## config.mk

```make
export PLATFORM = sky130hd
export DESIGN_NAME = bin_to_bcd_seq_flat
export DESIGN_NICKNAME = d
export VERILOG_FILES = /design/src/rtl/bcd_pkg.sv /design/src/rtl/bin_to_bcd_seq_if.sv /design/src/rtl/bcd_digit_adj.sv /design/src/rtl/bin_to_bcd_seq.sv /design/src/flat_wrapper.sv
export SDC_FILE = /design/constraint.sdc
export NUM_CORES = 1
export LEC_CHECK = 0
export CAP_MARGIN = 20
export CORE_MARGIN = 1
export CORE_UTILIZATION = 57
export CTS_BUF_LIST = sky130_fd_sc_hd__clkbuf_4 sky130_fd_sc_hd__clkbuf_8
export DETAILED_ROUTE_END_ITERATION = 8
export GPL_TIMING_DRIVEN = 0
export PLACE_DENSITY = 0.87
export SETUP_SLACK_MARGIN = 0.05
export SKIP_LAST_GASP = 1
export SYNTH_ARGS = -nofsm -noshare
export SYNTH_HDL_FRONTEND = slang
export SYNTH_SLANG_ARGS = --single-unit
```

## constraint.sdc

```tcl
create_clock -name clk_i -period 3.29 [get_ports clk_i]
set_input_delay 0.987 -clock clk_i [delete_from_list [all_inputs] [get_ports clk_i]]
set_output_delay 0.987 -clock clk_i [all_outputs]
set_load 0.01 [all_outputs]
```

## src/rtl/bcd_pkg.sv

```systemverilog
// Shared types and constants for the sequential binary-to-BCD converter.
package bcd_pkg;

  typedef enum logic [1:0] {
    IDLE,
    SHIFT,
    DONE
  } state_t;

  typedef logic [3:0] bcd_digit_t;

  localparam bcd_digit_t BCD_BLANK = 4'hF;
  localparam bcd_digit_t BCD_NINE  = 4'h9;

  // Largest value representable in 'digits' decimal digits (10^digits - 1).
  function automatic logic [31:0] max_value(input int digits);
    logic [31:0] m;
    m = 32'd1;
    for (int i = 0; i < digits; i++) begin
      m = m * 32'd10;
    end
    return m - 32'd1;
  endfunction

endpackage

```

## src/rtl/bin_to_bcd_seq_if.sv

```systemverilog
// Request/result bundle between the register source and the BCD converter.
interface bin_to_bcd_seq_if #(
  parameter int DIGITS = 4
);

  logic [31:0]         reg_32_i;
  logic                valid_i;
  logic                ready_o;
  logic [4*DIGITS-1:0] bcd_o;
  logic                done_o;
  logic                ovf_o;

  // Source side: offers a value and watches the result.
  modport master (
    output reg_32_i, valid_i,
    input  ready_o, bcd_o, done_o, ovf_o
  );

  // Converter side.
  modport slave (
    input  reg_32_i, valid_i,
    output ready_o, bcd_o, done_o, ovf_o
  );

endinterface

```

## src/rtl/bcd_digit_adj.sv

```systemverilog
// Double-dabble digit correction: a nibble of 5..9 gets +3 before the shift.
module bcd_digit_adj
  import bcd_pkg::*;
(
  input  bcd_digit_t nib,
  output bcd_digit_t adj
);

  // Inputs never exceed 9, so the 4-bit sum cannot wrap.
  assign adj = (nib >= 4'd5) ? nib + 4'd3 : nib;

endmodule

```

## src/rtl/bin_to_bcd_seq.sv

```systemverilog
// Sequential double-dabble converter, one input bit per clock.
// Optional build macro BCD_LEAD_ZERO_BLANK_EN: leading zero digits above
// digit 0 are replaced by the blank code in the final result.
module bin_to_bcd_seq
  import bcd_pkg::*;
#(
  parameter int DIGITS = 4,
  parameter int IN_W   = 14
) (
  input logic clk_i,
  input logic rst_i,
  bin_to_bcd_seq_if.slave bus
);

  localparam int          BW    = 4 * DIGITS;
  localparam int          CNT_W = $clog2(IN_W);
  localparam logic [31:0] MAX   = max_value(DIGITS);

  state_t            state_reg, state_next;
  logic [IN_W-1:0]   value_reg;
  logic [BW-1:0]     scratch_reg;
  logic [BW-1:0]     scratch_adj;
  logic [BW-1:0]     result;
  logic [CNT_W-1:0]  cnt_reg;
  logic              ovf_lat_reg;
  logic [BW-1:0]     bcd_reg;
  logic              ovf_reg;
  logic              done_reg;
  logic              ready;
  logic              load;
  logic              shift;
  logic              finish;

  // Per-digit add-3 correction ahead of each shift.
  generate
    for (genvar gi = 0; gi < DIGITS; gi++) begin : g_adj
      bcd_digit_adj u_adj (
        .nib (scratch_reg[4*gi +: 4]),
        .adj (scratch_adj[4*gi +: 4])
      );
    end
  endgenerate

  // State register.
  always_ff @(posedge clk_i or posedge rst_i) begin
    if (rst_i) state_reg <= IDLE;
    else       state_reg <= state_next;
  end

  // Next-state logic.
  always_comb begin
    state_next = state_reg;
    case (state_reg)
      IDLE:    if (bus.valid_i) state_next = SHIFT;
      SHIFT:   if (cnt_reg == '0) state_next = DONE;
      DONE:    state_next = IDLE;
      default: state_next = IDLE;
    endcase
  end

  // Output / datapath-control decode.
  always_comb begin
    ready  = 1'b0;
    load   = 1'b0;
    shift  = 1'b0;
    finish = 1'b0;
    case (state_reg)
      IDLE: begin
        ready = 1'b1;
        load  = bus.valid_i;
      end
      SHIFT:   shift  = 1'b1;
      DONE:    finish = 1'b1;
      default: ready  = 1'b0;
    endcase
  end

  // Final digit pattern before saturation; optionally blanks leading zeros.
  always_comb begin
    result = scratch_reg;
`ifdef BCD_LEAD_ZERO_BLANK_EN
    begin : blank
      logic lead;
      lead = 1'b1;
      for (int i = DIGITS - 1; i > 0; i--) begin
        if (lead && (scratch_reg[4*i +: 4] == 4'd0)) result[4*i +: 4] = BCD_BLANK;
        else                                          lead = 1'b0;
      end
    end
`endif
  end

  // Conversion datapath and registered results.
  always_ff @(posedge clk_i or posedge rst_i) begin
    if (rst_i) begin
      value_reg   <= '0;
      scratch_reg <= '0;
      cnt_reg     <= '0;
      ovf_lat_reg <= 1'b0;
      bcd_reg     <= '0;
      ovf_reg     <= 1'b0;
      done_reg    <= 1'b0;
    end else begin
      done_reg <= 1'b0;
      if (load) begin
        value_reg   <= bus.reg_32_i[IN_W-1:0];
        ovf_lat_reg <= (bus.reg_32_i > MAX);
        scratch_reg <= '0;
        cnt_reg     <= CNT_W'(IN_W - 1);
      end
      if (shift) begin
        scratch_reg <= {scratch_adj[BW-2:0], value_reg[IN_W-1]};
        value_reg   <= {value_reg[IN_W-2:0], 1'b0};
        if (cnt_reg != '0) cnt_reg <= cnt_reg - 1'b1;
      end
      if (finish) begin
        bcd_reg  <= ovf_lat_reg ? {DIGITS{BCD_NINE}} : result;
        ovf_reg  <= ovf_lat_reg;
        done_reg <= 1'b1;
      end
    end
  end

  assign bus.ready_o = ready;
  assign bus.bcd_o   = bcd_reg;
  assign bus.ovf_o   = ovf_reg;
  assign bus.done_o  = done_reg;

endmodule

```

## src/flat_wrapper.sv

```systemverilog
// flat-port wrapper written by rule: the top's interface ports become plain ports
module bin_to_bcd_seq_flat import bcd_pkg::*;
#(
  parameter int DIGITS = 4,
  parameter int IN_W   = 14
)
  (clk_i, rst_i, bus_reg_32_i, bus_valid_i, bus_ready_o, bus_bcd_o, bus_done_o, bus_ovf_o);
  bin_to_bcd_seq_if #(.DIGITS(DIGITS)) bus_i ();
  input logic clk_i;
  input logic rst_i;
  input wire logic [$bits(bus_i.reg_32_i)-1:0] bus_reg_32_i;
  input wire logic [$bits(bus_i.valid_i)-1:0] bus_valid_i;
  output wire logic [$bits(bus_i.ready_o)-1:0] bus_ready_o;
  output wire logic [$bits(bus_i.bcd_o)-1:0] bus_bcd_o;
  output wire logic [$bits(bus_i.done_o)-1:0] bus_done_o;
  output wire logic [$bits(bus_i.ovf_o)-1:0] bus_ovf_o;
  assign bus_i.reg_32_i = bus_reg_32_i;
  assign bus_i.valid_i = bus_valid_i;
  assign bus_ready_o = bus_i.ready_o;
  assign bus_bcd_o = bus_i.bcd_o;
  assign bus_done_o = bus_i.done_o;
  assign bus_ovf_o = bus_i.ovf_o;
  bin_to_bcd_seq #(.DIGITS(DIGITS), .IN_W(IN_W)) u_core (.clk_i(clk_i), .rst_i(rst_i), .bus(bus_i));
endmodule
```

After elaboration in Yosys (flattened, before gate mapping)
Index checks and enable logic that the tools add are counted.
{"block": "totals", "regBits": 55, "latch_bits": 0, "ramBits": 0, "romBits": 0, "input_bits": 35, "output_inout_bits": 19, "elab_cells": 47, "n_memories": 0}
{"block": "op_classes", "add_sub_neg": 5, "mul": 0, "n_div": 0, "order_cmp": 5, "n_eq_ne": 4, "n_shift": 0, "mux": 20, "bitwise_logic": 0, "n_reduce_logical": 5}
{"op": "two-way mux 16 bit", "n": 3}
{"op": "> comparator 32 x 14 -> 1 bit (second input constant)", "n": 1}
{"op": "two-way mux 14 bit", "n": 2}
{"op": "two-way mux 4 bit", "n": 6}
{"op": "greater-or-equal comparator 4 x 3 -> 1 bit (second input constant)", "n": 4}
{"op": "adder 4 x 2 -> 4 bit (second input constant)", "n": 3}
{"op": "two-way mux 1 bit", "n": 5}
{"op": "zero test 4 bit", "n": 1}
{"op": "two-way mux 2 bit", "n": 2}
{"op": "one-hot mux 2 bit (2 select lines)", "n": 1}
{"op": "nonzero test 4 bit", "n": 1}
{"op": "subtractor 4 x 1 -> 4 bit (second input constant)", "n": 1}
{"op": "adder 3 x 2 -> 3 bit (second input constant)", "n": 1}
{"op": "two-way mux 3 bit", "n": 1}
{"op": "equality test 2 x 1 -> 1 bit (second input constant)", "n": 1}
{"op": "equality test 2 bit (second input constant)", "n": 1}
{"op": "zero test 2 bit", "n": 1}
{"op": "inequality test 2 x 1 -> 1 bit (second input constant)", "n": 1}
{"op": "inequality test 2 bit (second input constant)", "n": 1}
{"op": "AND reduction 2 bit", "n": 1}
{"op": "nonzero test 2 bit", "n": 1}

Longest topological paths before layout
{"block": "depth", "depth_word": 5, "ltp_mapped": 6, "depth_no_buf": 6}

Hierarchy
A second synthesis with hierarchy kept.
{"block": "hier_totals", "cells_unflattened": 327, "area_unflattened_um2": 2793.9}
{"mod": "bin_to_bcd_seq", "n_inst": 1, "cells_each": 263, "area_per_inst_um2": 2388.5, "seq_area_each_um2": 1376.3}
{"mod": "bcd_digit_adj", "n_inst": 4, "cells_each": 16, "area_per_inst_um2": 101.3, "seq_area_each_um2": 0.0}

Worst setup path before layout
No wires, ideal clock.
{"block": "synth_timing", "path_type": "input to register", "from": "input port bus_valid_i", "to": "register u_core.scratch_reg[11], in the netlist u_core.result[11]", "setup_ps": 122, "t_arrival_ps": 1789, "required_time_ps": 3168, "path_slack_ps": 1379, "path_stages": 5, "path_buffers": 1, "cell_sequence": "or3b_1 buf_6 nand2_4 o31ai_1 a32o_1"}
{"block": "synth_via", "elab_chain_len": 2}
{"element": "start, declared", "line_no": "flat_wrapper.sv:12", "text": "input wire logic [$bits(bus_i.valid_i)-1:0] bus_valid_i;"}
{"element": "two-way mux 1 bit", "line_no": "bin_to_bcd_seq.sv:67", "text": "case (state_reg)"}
{"element": "nonzero test 2 bit (no source line)"}
{"element": "end signal, assigned", "line_no": "bin_to_bcd_seq.sv:112", "text": "scratch_reg <= {scratch_adj[BW-2:0], value_reg[IN_W-1]};"}
{"element": "end, declared", "line_no": "bin_to_bcd_seq.sv:21", "text": "logic [BW-1:0] scratch_reg;"}
Every way passes these cells.
A chain may end at the register's enable or synchronous reset.

Final worst setup path
{"block": "layout_timing", "from": "register u_core.state_reg[0]", "to": "output port bus_ready_o"}
{"block": "layout_via", "elab_chain_len": 2}
{"element": "start, declared", "line_no": "bin_to_bcd_seq.sv:19", "text": "state_t state_reg, state_next;"}
{"element": "start signal, assigned", "line_no": "bin_to_bcd_seq.sv:47", "text": "else state_reg <= state_next;"}
{"element": "zero test 2 bit", "line_no": "bin_to_bcd_seq.sv:67"}
{"element": "two-way mux 1 bit", "line_no": "bin_to_bcd_seq.sv:67"}
{"element": "end, declared", "line_no": "flat_wrapper.sv:13", "text": "output wire logic [$bits(bus_i.ready_o)-1:0] bus_ready_o;"}
Every way passes these cells.

==> results.yml <==
logic_synthesis:
  syn_avg_cell_area_um2: 9.44
  synth_area_leaders: "dfrtp_1, nand2_1, o21ai_0, ha_1, nor2_1"
  synthArstFlopShare_pct: 100
  yosys.area.top_type: "dfrtp_1"
  synth_edf_count: 0
  syn-num-nets: 328
  yosys_warnings: 0
  postSynthCellCount: 284
  synth_commonest_cells: "dfrtp_1, nand2_1, nor2_1, o21ai_0, a31oi_1"
  ys_seq_area_share_pct: 51.3
  synth.most_common_cell: "dfrtp_1"
  ys_ff_latch: 55
  netlist_area_um2: 2680
  dominantRegCellSynth: "dfrtp_1"
  synth_top_area_share_pct: 51.3
  yosysUniqueCellTypes: 33
worst_setup_path:
  cp_top_family: "buffers and inverters"
  cp.buffers_inverters: 1
  crit_chain: "nor2_1 > clkdlybuf4s50_1"
  endpoint_kind: "output port"
  r2r_end: "u_core.result[6]"
  path_max_fanout: 5
  slowest_stage: "clkdlybuf4s50_1"
  r2r_start: "u_core.result[4]"
  max_stage_delay_ns: 0.56
  reg2reg_depth: 6
  critical_path_class: "register to output port"
  crit_path_start_kind: "register"
  cp.arrival_ns: 1.44
  r2r_slack_ns: 1.53
  crit_required_ns: 2.30
sta:
  fin_tns_setup_ns: 0
  worstMarginPinSlew_ns: 0.501
  fin_crit_sh_pct: 73.7
  hold_viol: 0
  grt_setup_unrepaired: "no"
  fin_skew_ns: 0.00712
  finalSetupViolations: 0
  fin_ws_ns: 0.864
  max-slew-margin-rel_pct: 66.6
  post-route-min-period_ns: 2.43
  maxSlewViolCount: 0
  max_freq_mhz: 412
die:
  dieArea_um2: 4980
  initial_core_util_pct: 60.3
  die_y_um: 70.6
  io_pins: 54
  core_area_um2: 4440
  die_x_um: 70.6
  row_count: 24
placed_design:
  gp_congestion: 0.823
  port_buffers: 53
  preCtsSetupSlack_ns: 0.840
  dp_hpwl_um: 4280
finish:
  area_growth_syn_to_layout_pct: 26.8
  nNetsFinal: 389
  antenna_cells: 0
  drive_gt1_share_pct: 9.25
clocking:
  root_buffer: "clkbuf_8"
  cts_max_level: 2
  post_cts_buffers: 0
  cts_hold_buf: 0
  tritoncts: "yes"
  clkTransAtPathRegs_ns: 0.09
  numCtsBuffers: 5
  clkSinkCount: 55
  cts_resized: 0
  cts_max_path_buffers: 2
  clk_latency_ns: 0.31
power:
  power_density_nw_per_um2: 837
  leakage_nw: 1.50
  ir_worst_vdd_uv: 468
  finalPower_mw: 2.85
hold_path:
  hold_depth: 2
  holdPathEnd: "u_core.bus.bcd_o[14]"
  holdCritPathClass: "register to register"
  hold_start: "u_core.bus.bcd_o[14]"
detailed_routing:
  postRouteWirelength_um: 5770
  ant_nets: 0
  first_pass_iters: 6
  vias_per_cell: 5.73
  vias: 2281
  drt-initial-drc-count: 167
  drc: 8
  post_drt_wl_per_cell_um: 14.5
status:
  status: "complete, but fails checks"
  violations: "DRC"
global_routing:
  grt_max_degree: 39
  track_usage_pct: 25.4
  grt_pass1_vias: 2220
  overflow: 0
  antenna_found_initial: 0
  grt_pass1_wl_um: 9940
job:
  drv_cap: 0
worst register-to-register path, delay by kind of cell, from the launching register on:
family / cells / cell delay (ns)
buffers and inverters: 1 / 0.14
multiplexers: 1 / 0.37
AO/OA/AOI/OAI: 2 / 0.44
adder cells (fa/ha/maj): 1 / 0.23
flip-flops: 1 / 0.44
AND/OR/NAND/NOR: 1 / 0.08
report_power, final:
| group | leakage [nW] | internal (mW) | switching, mW |
|---|---|---|---|
| clock | 0.0549 | 0.201 | 0.207 |
| sequential | 0.681 | 0.943 | 0.202 |
| combinational | 0.765 | 0.608 | 0.687 |
how the worst max path moves through the flow:
| stage | start | endpoint | slack [ns] | depth (start not counted) |
|---|---|---|---|---|
| floorplan | rst_i | u_core.bus.bcd_o[0] | 0.96 | 1 |
| global placement | rst_i | u_core.value_reg[2] | 0.006 | 2 |
| detailed placement | bus_valid_i | u_core.result[15] | 0.84 | 6 |
| CTS | u_core.state_reg[0] | bus_ready_o | 0.86 | 2 |
| global route | u_core.state_reg[0] | bus_ready_o | 0.78 | 2 |
| finish | u_core.state_reg[0] | bus_ready_o | 0.86 | 2 |
stage by stage:
step	utilization, %	instance area (um2)	hold slack, ns	cells
after floorplan	-	2680	0.448	284
after global routing	76.5	3400	0.515	398
after global placement	73.7	3280	0.459	389
final	76.5	3400	0.486	398
after CTS	76.5	3400	0.490	398
after detailed placement	74.2	3300	0.469	390
cell usage in the layout, fill, tap and decap left out, drive strengths merged:
master | synthesis | layout
and3 | 1 | 1
nand2 | 49 | 49
a211o | 1 | 1
o31ai | 12 | 12
nand3 | 12 | 12
o41ai | 1 | 1
mux2i | 1 | 1
or2 | 1 | 1
clkbuf | 4 | 12
nor3b | 1 | 1
nor4 | 4 | 4
buf | 14 | 15
nor3 | 3 | 3
clkdlybuf4s50 | 0 | 53
nor2b | 1 | 1
dfrtp | 55 | 55
or4 | 2 | 2
o21ai | 25 | 25
ha | 9 | 9
and2 | 1 | 1
nand2b | 10 | 10
or3b | 1 | 1
xnor2 | 4 | 4
a31oi | 14 | 14
inv | 12 | 12
nand4 | 2 | 2
mux2 | 5 | 5
xor2 | 2 | 2
a21oi | 8 | 8
nor2 | 25 | 25
a32o | 4 | 4
final cells by class:
class | count | area [um2]
clock buffer | 8 | 104
sequential | 55 | 1380
multi-input combinational | 199 | 1160
timing repair buffer | 54 | 551
tap | 52 | 65.1
fill | 318 | 1040
inverter | 12 | 45.0
buffer | 18 | 104
cell families (layout without fill, tap and decap cells):
logic type	after synthesis	count (layout)	synth area share [%]
fa+ha+maj	9	9	4.20
xor+xnor	6	6	1.96
buf+inv	30	92	5.55
compound gates	65	65	14.9
mux	6	6	2.47
flops	55	55	51.3
simple gates	113	113	19.6
layer usage:
layer	vias to the layer above	wire (um)	global-route usage, %
met5	-	0	0
met4	0	116	8.00
met3	12	316	3.99
met2	88	2910	45.7
met1	1081	2420	31.5
li1	1100	-	-
No activity file was read; power rests on OpenSTA's default activity.
